`src/rtl/sub_pkg.sv`:
```
// ---------------------------------------------------------------------------
// sub_pkg -- shared definitions for the bit-serial subtractor.
//   state_t            : controller FSM states (IDLE / SHIFT / DONE)
//   SUB_WIDTH_DEFAULT  : default operand width in bits
// ---------------------------------------------------------------------------
package sub_pkg;

  localparam int SUB_WIDTH_DEFAULT = 8;

  typedef enum logic [1:0] {
    IDLE  = 2'd0,
    SHIFT = 2'd1,
    DONE  = 2'd2
  } state_t;

endpackage : sub_pkg

```
`src/rtl/full_sub_cell.sv`:
```
// ---------------------------------------------------------------------------
// full_sub_cell -- 1-bit full subtractor built from two half-subtractors.
//   a    : minuend bit
//   b    : subtrahend bit
//   bin  : borrow in from the previous (less significant) bit
//   d    : difference bit  a ^ b ^ bin
//   bout : borrow out      (~a & b) | (~(a ^ b) & bin)
// ---------------------------------------------------------------------------
module full_sub_cell (
  input  logic a,
  input  logic b,
  input  logic bin,
  output logic d,
  output logic bout
);

  logic hs1_d;
  logic hs1_b;
  logic hs2_b;

  // First half-subtractor: a - b.
  assign hs1_d = a ^ b;
  assign hs1_b = ~a & b;

  // Second half-subtractor: (a - b) - bin.
  assign d     = hs1_d ^ bin;
  assign hs2_b = ~hs1_d & bin;

  // A borrow can come from only one of the two stages, so OR merges them.
  assign bout  = hs1_b | hs2_b;

endmodule : full_sub_cell

```
`src/rtl/serial_sub_ctrl.sv`:
```
// ---------------------------------------------------------------------------
// serial_sub_ctrl -- bit-serial unsigned subtractor, one bit per clock, LSB
// first. A request is accepted from IDLE, takes WIDTH SHIFT cycles, then a
// single DONE cycle; the result is held until the next accepted request.
//   clk        : clock, rising edge
//   rst_n      : synchronous active-low reset
//   start      : request a subtraction (sampled only in IDLE)
//   a, b       : minuend / subtrahend, captured on the accepted start edge
//   busy       : high whenever the FSM is not in IDLE
//   done       : one-cycle completion pulse
//   diff       : (a - b) mod 2^WIDTH
//   borrow_out : final borrow, high when a < b (unsigned)
// All outputs are driven straight from registers.
// ---------------------------------------------------------------------------
module serial_sub_ctrl
  import sub_pkg::*;
#(
  parameter int WIDTH = SUB_WIDTH_DEFAULT
) (
  input  logic             clk,
  input  logic             rst_n,
  input  logic             start,
  input  logic [WIDTH-1:0] a,
  input  logic [WIDTH-1:0] b,
  output logic             busy,
  output logic             done,
  output logic [WIDTH-1:0] diff,
  output logic             borrow_out
);

  localparam int             CW       = $clog2(WIDTH) + 1;
  localparam logic [CW-1:0]  LAST_BIT = CW'(WIDTH - 1);

  state_t           state;
  state_t           state_nxt;
  logic [WIDTH-1:0] a_sr;
  logic [WIDTH-1:0] b_sr;
  logic [WIDTH-1:0] diff_r;
  logic             bin_r;
  logic             borrow_r;
  logic [CW-1:0]    cnt;
  logic             cell_d;
  logic             cell_bout;

  full_sub_cell u_cell (
    .a    (a_sr[0]),
    .b    (b_sr[0]),
    .bin  (bin_r),
    .d    (cell_d),
    .bout (cell_bout)
  );

  // NOTE: reset is checked inside the clocked block, so it only acts on a
  // rising edge; every register, operands included, is cleared there.
  always_ff @(posedge clk) begin
    if (!rst_n) state <= IDLE;
    else        state <= state_nxt;
  end

  // NOTE: the default assignment up front keeps this block free of latches
  // for any state or input combination not named below.
  always_comb begin
    state_nxt = state;
    unique case (state)
      IDLE:    if (start) state_nxt = SHIFT;
      SHIFT:   if (cnt == LAST_BIT) state_nxt = DONE;
      DONE:    state_nxt = IDLE;
      default: state_nxt = IDLE;
    endcase
  end

  // NOTE: sequential state uses non-blocking assignments so every register
  // sees the pre-edge values of the others (the shift chain relies on it).
  always_ff @(posedge clk) begin
    if (!rst_n) begin
      a_sr     <= '0;
      b_sr     <= '0;
      diff_r   <= '0;
      bin_r    <= 1'b0;
      borrow_r <= 1'b0;
      cnt      <= '0;
    end else begin
      case (state)
        IDLE: begin
          // diff/borrow_out are left alone here: they keep the previous
          // result until the first SHIFT edge of the new operation.
          if (start) begin
            a_sr  <= a;
            b_sr  <= b;
            bin_r <= 1'b0;
            cnt   <= '0;
          end
        end
        SHIFT: begin
          a_sr     <= a_sr >> 1;
          b_sr     <= b_sr >> 1;
          // Difference bits enter at the MSB; after WIDTH shifts bit 0 of
          // the result has reached diff_r[0].
          diff_r   <= {cell_d, diff_r[WIDTH-1:1]};
          bin_r    <= cell_bout;
          borrow_r <= cell_bout;
          // SHIFT is left at LAST_BIT, so cnt tops out at WIDTH, which the
          // extra counter bit holds without wrapping.
          cnt      <= cnt + CW'(1);
        end
        default: ;
      endcase
    end
  end

  assign busy       = (state != IDLE);
  assign done       = (state == DONE);
  assign diff       = diff_r;
  assign borrow_out = borrow_r;

endmodule : serial_sub_ctrl

```
`config.mk`:
```
export PLATFORM = sky130hd
export DESIGN_NAME = serial_sub_ctrl
export DESIGN_NICKNAME = d
export VERILOG_FILES = /design/src/rtl/sub_pkg.sv /design/src/rtl/full_sub_cell.sv /design/src/rtl/serial_sub_ctrl.sv
export SDC_FILE = /design/constraint.sdc
export NUM_CORES = 1
export LEC_CHECK = 0
export ABC_AREA = 1
export CAP_MARGIN = 5
export CELL_PAD_IN_SITES_DETAIL_PLACEMENT = 1
export CELL_PAD_IN_SITES_GLOBAL_PLACEMENT = 1
export CORE_MARGIN = 5
export CORE_UTILIZATION = 31
export DETAILED_ROUTE_END_ITERATION = 8
export HOLD_SLACK_MARGIN = 0.03
export PLACE_DENSITY = 0.7
export SETUP_SLACK_MARGIN = 0.5
export SLEW_MARGIN = 20
export SYNTH_ARGS = -nofsm -noshare
export SYNTH_HDL_FRONTEND = slang
export SYNTH_SLANG_ARGS = --single-unit
```
`constraint.sdc`:
```
create_clock -name clk -period 1.15 [get_ports clk]
set_input_delay 0.115 -clock clk [delete_from_list [all_inputs] [get_ports clk]]
set_output_delay 0.115 -clock clk [all_outputs]
set_load 0.03 [all_outputs]
```
==> run_results.csv, run 1 <==
group,metric,value,unit
power,ir_worst_vdd,929,uV
grt,antenna_found_initial,0,
setup_path,worstSetupEndpointType,"flop",
clock_network,cts_hold_buffers,0,
floorplanning,die-width,77.8,um
finish,num-fill-cells,525,
outcome,outcome,"complete, but fails checks",
detailed_routing,finalWirelength,5250,um
finish,multi_input_area,895,um^2
sta,slew_headroom,74.0,%
synth,netlist_area,1420,um^2
synth,synth_cell_types,20,
synth,synth_area_per_cell,6.95,um^2
sta,setup_viol,7,
floorplanning,rows,24,
grt,grt_use_total,15.4,%
clock_network,clk_pin_slew,0.07,ns
sta,finClkSkew,0.00666,ns
clock_network,cts_sinks,32,
clock_network,cts_buffer_depth,2,
detailed_routing,postRouteAntennaNets,0,
sta,hold_viol_final,0,
grt,grt_pass1_vias,1531,
clock_network,cts-root-buf,"clkbuf_8",
finish,finalNetCount,286,
place,place_ws,-0.251,ns
synth,syn_inst,205,
power,p_total,3.05,mW
sta,fin_ws,-0.0394,ns
sta,fmax,841,MHz
setup_path,critPathLaunchType,"flop",
sta,drv_slew,0,
floorplanning,core-area,4410,um^2
sta,fin_crit_sh,103,%
min_path,hold_path_class,"input pin to flop",
synth,synth_nets,226,
place,port_buffers,29,
grt,grt_pass1_wl,7420,um
finish,syn_to_final_growth,69.2,%
synth,yosys_warnings,0,
place,placed_cells,294,
detailed_routing,wire_per_inst,16.5,um
outcome,violations,"negative setup slack",
finish,n_antenna_cell,0,
floorplanning,die_h,77.8,um
floorplanning,start_util,32.3,%
synth,yosysSeqAreaShare,45.0,%
setup_path,required,1.33,ns
clock_network,insertion_delay,0.29,ns
grt,grt.overflow.total,0,
power,power.leakage,1.03,nW
detailed_routing,dr.pass1.iters,4,
floorplanning,pin_count,30,
detailed_routing,vias_per_cell,4.90,
power,powerDensity,1270,nW/um^2
finish,post-route-util,54.6,%
finish,drive_above_1_share,44.7,%
finish,instances_no_fill,318,
clock_network,cts_tree,"built",
synth,ys_seq_elements,32,
sta,tightest_slew,0.390,ns
setup_path,criticalPathCategory,"flop to flop",
detailed_routing,vias,1559,
sta,period_minus_slack,1.19,ns
place,hpwl,2970,um
place,place.gp.congestion,0.710,
setup_path,cp.arrival,1.37,ns
clock_network,htree_levels,2,
detailed_routing,drt-initial-drc-count,48,
detailed_routing,drc_errors,0,
flow_run,maxCapViolations,0,
floorplanning,die-area,6050,um^2
sta,grt_setup_unrepaired,"yes",
grt,grt_max_degree,19,
setup_path,critPathMaxFanout,5,
finish,regArea,664,um^2
clock_network,cts_made_buffers,5,
-- path summary, 6_finish.rpt --
check / slack [ns] / cells after the start / start / end
max reg2reg: -0.04 / 8 / state[1] / a_sr[1]
min reg2reg: 0.47 / 1 / cnt[0] / cnt[0]
min: 0.32 / 3 / start / state[0]
max: -0.04 / 8 / state[1] / a_sr[1]
-- kinds of logic (layout without fill, tap and decap cells) --
group | after synthesis | after routing | share of synthesized area [%]
compound gates | 18 | 18 | 6.33
simple gates | 125 | 126 | 37.0
fa+ha+maj | 2 | 2 | 2.28
flops | 32 | 32 | 45.0
buf+inv | 28 | 88 | 9.40
-- cells in the final DEF, fill, tap and decap left out, types with 2 or more instances in the layout --
master and instances:
a21oi_2 4, buf_12 2, buf_4 21, buf_6 20, clkbuf_1 2, clkbuf_8 6
clkdlybuf4s50_1 17, dfxtp_1 19, dfxtp_2 10, dfxtp_4 3, inv_1 14, inv_2 2
nand2_1 30, nand2_2 13, nand2_4 2, nand2_8 4, nand3_1 14, nand3_2 7
nand4_1 3, nor2_1 41, nor2_2 5, nor2_4 5, o21ai_1 4, o21ai_2 8
-- power by group --
| group | total (mW) | internal [mW] | switching (mW) |
|---|---|---|---|
| logic | 0.870 | 0.409 | 0.462 |
| clock network | 0.910 | 0.488 | 0.423 |
| registers | 1.27 | 1.20 | 0.0724 |
-- registers in the layout, summed over array words and instances (netlist names) --
name        count
diff            8
borrow_out      1
state           2
a_sr            8
b_sr            8
bin_r           1
cnt             4
-- timing repair --
action	CTS	global route
resized for setup	40	53
endpoints found under the setup margin	43	43
buffers inserted	10	4
pin swaps	9	19
cloned	0	2
hold endpoints to repair	0	0
-- cell type report --
class                           instances  area share, %
Clock buffer                            8           3.74
Inverter                               18           3.12
Multi-Input combinational cell        146           37.1
Sequential cell                        32           27.6
Tap cell                               52           2.70
Timing Repair Buffer                   62           25.8
-- metal layers --
layer	global-route usage [%]	share of wire, %	up-vias
met5	0	0	-
met4	6.87	3.2	0
met3	4.17	3.9	15
met2	25.1	52	31
met1	18.9	41	746
li1	-	-	767
-- critical path, cell delays in order, from the launching register on --
cell     delay, ns
dfxtp_4       0.38
inv_6         0.07
buf_12        0.13
nand2_8       0.08
buf_4         0.15
nand3_1       0.06
nand2_1       0.06
nand2_1       0.07
nand2_1       0.08
-- synthesized netlist by cell type --
cell,n,area share (%)
nand2_2,2,0.88
nand3_1,21,7.4
o21ai_0,13,4.6
ha_1,1,0.88
nor2_2,3,1.3
nand2_1,45,12
nand2_4,1,0.79
nor3_1,1,0.35
buf_6,2,1.6
clkbuf_1,1,0.26
inv_1,17,4.5
a21oi_1,5,1.8
inv_2,1,0.26
fa_1,1,1.4
buf_4,2,1.1
nand4_1,3,1.3
or2_1,1,0.44
dfxtp_1,32,45
buf_2,5,1.8
nor2_1,48,13
-- metrics by stage --
stage / hold slack (ns) / instance area, um^2 / TNS (ns)
floorplan: 0.228 / 1520 / 0
global placement: 0.442 / 1900 / -3.34
detailed placement: 0.451 / 1900 / -4.36
CTS: 0.384 / 2180 / -0.0942
global route: 0.362 / 2410 / -0.710
finish: 0.323 / 2410 / -0.195
No activity file was read; power rests on OpenSTA's default activity.
==> run 2, diff against run 1 <==
--- a/config.mk
+++ b/config.mk
@@ -9,6 +9,7 @@
 export CAP_MARGIN = 5
 export CELL_PAD_IN_SITES_DETAIL_PLACEMENT = 1
 export CELL_PAD_IN_SITES_GLOBAL_PLACEMENT = 1
+export CORE_ASPECT_RATIO = 1.25
 export CORE_MARGIN = 5
 export CORE_UTILIZATION = 31
 export DETAILED_ROUTE_END_ITERATION = 8
==> run_results.csv, run 2 (same netlist as run 1, synthesis figures left out) <==
group,metric,value,unit
finish,finalNetCount,284,
grt,grt_pass1_wl,7560,um
detailed_routing,drt-initial-drc-count,35,
setup_path,cp.arrival,1.07,ns
finish,instances_no_fill,322,
sta,finalSetupTns,-0.100,ns
detailed_routing,postRouteAntennaNets,0,
sta,fin_crit_sh,103,%
clock_network,clk_pin_slew,0.07,ns
outcome,violations,"negative setup slack",
detailed_routing,vias_per_cell,4.71,
finish,n_antenna_cell,0,
place,place.gp.congestion,0.759,
min_path,hold_path_class,"input pin to flop",
finish,layout_commonest_cell,"nand2_1",
detailed_routing,highest_layer,"met4",
grt,grt_pass1_vias,1606,
setup_path,criticalPathCategory,"flop to primary output",
finish,regArea,662,um^2
grt,antenna_found_initial,0,
sta,grt_setup_unrepaired,"yes",
power,ir_worst_vdd,740,uV
sta,whs,0.396,ns
clock_network,cts_made_buffers,5,
finish,drive_above_1_share,39.0,%
clock_network,htree_levels,2,
detailed_routing,drc_errors,0,
flow_run,maxCapViolations,0,
setup_path,critPathLaunchType,"flop",
place,hpwl,2930,um
floorplanning,core-area,4430,um^2
power,p_total,3.16,mW
outcome,outcome,"complete, but fails checks",
floorplanning,die-area,6060,um^2
finish,post-route-util,53.8,%
sta,setup_viol,5,
place,place_ws,-0.223,ns
clock_network,cts_hold_buffers,0,
detailed_routing,dr_wl_met3,183,um
sta,drv_slew,0,
detailed_routing,vias,1517,
detailed_routing,wire_per_inst,14.2,um
place,dpl-instance-area,1930,um^2
grt,grt.overflow.total,0,
detailed_routing,wl_met1,1830,um
sta,fmax,840,MHz
floorplanning,rows,27,
power,powerDensity,1330,nW/um^2
sta,fin_ws,-0.0399,ns
finish,most-common-layout-cells,"43 x nand2_1, 39 x nor2_1, 20 x buf_4",
sta,period_minus_slack,1.19,ns
floorplanning,die-width,70.6,um
sta,hold_viol_final,0,
finish,multi_input_area,873,um^2
grt,grt_max_degree,19,
grt,grt_use_total,15.8,%
setup_path,critPathMaxFanout,3,
detailed_routing,dr_wl_met2,2550,um
detailed_routing,dr.pass1.iters,4,
setup_path,r2r_slack,-0.03,ns
clock_network,cts_tree,"built",
clock_network,cts-root-buf,"clkbuf_8",
clock_network,cts_sinks,32,
sta,slew_headroom,70.5,%
place,port_buffers,29,
sta,finClkSkew,0.00392,ns
power,power.leakage,0.996,nW
floorplanning,start_util,32.2,%
floorplanning,die_h,85.8,um
finish,fin_area,2380,um^2
finish,syn_to_final_growth,67.1,%
setup_path,required,1.03,ns
setup_path,worstSetupEndpointType,"primary output",
detailed_routing,finalWirelength,4590,um
clock_network,cts_buffer_depth,2,
clock_network,insertion_delay,0.28,ns
floorplanning,pin_count,30,
place,placed_cells,300,
finish,num-fill-cells,541,
sta,tightest_slew,0.442,ns
-- run 2: final timing paths --
| kind | start | endpoint | cells after the start |
|---|---|---|---|
| worst max-delay path | state[1] | done | 4 |
| worst min-delay path | b[2] | b_sr[2] | 3 |
| worst max register to register | state[1] | bin_r | 5 |
| worst min register to register | a_sr[7] | a_sr[7] | 2 |
-- run 2: layout make-up --
cell class                      count  share of cell area, %
Clock buffer                        6                   3.05
Multi-Input combinational cell    147                   36.7
Tap cell                           58                   3.05
Inverter                           18                   3.05
Sequential cell                    32                   27.8
Clock inverter                      2                   1.47
Timing Repair Buffer               59                   24.9
-- run 2: worst max-delay path, cell delays in order (launching register included) --
cell	delay [ns]
dfxtp_4	0.41
inv_6	0.04
buf_6	0.11
nor2_4	0.09
buf_6	0.14
-- run 2: where the power goes --
part           internal (mW)  switching, mW  leakage (nW)
Sequential              1.20         0.0610         0.268
Clock                  0.643          0.416        0.0552
Combinational          0.398          0.442         0.673
Total                   2.24          0.918         0.996
-- run 2: repair_timing --
| action | in CTS | in global routing |
|---|---|---|
| setup endpoints to repair | 43 | 43 |
| cloned | 2 | 0 |
| pin swaps | 19 | 11 |
| gates resized for setup | 59 | 16 |
| buffers inserted | 11 | 1 |
-- run 2: metal layers --
layer  up-vias  GRT usage, %
met2        27          30.0
met4         0          4.62
met5         -             0
met3         2          3.75
li1        758             -
met1       730          17.2
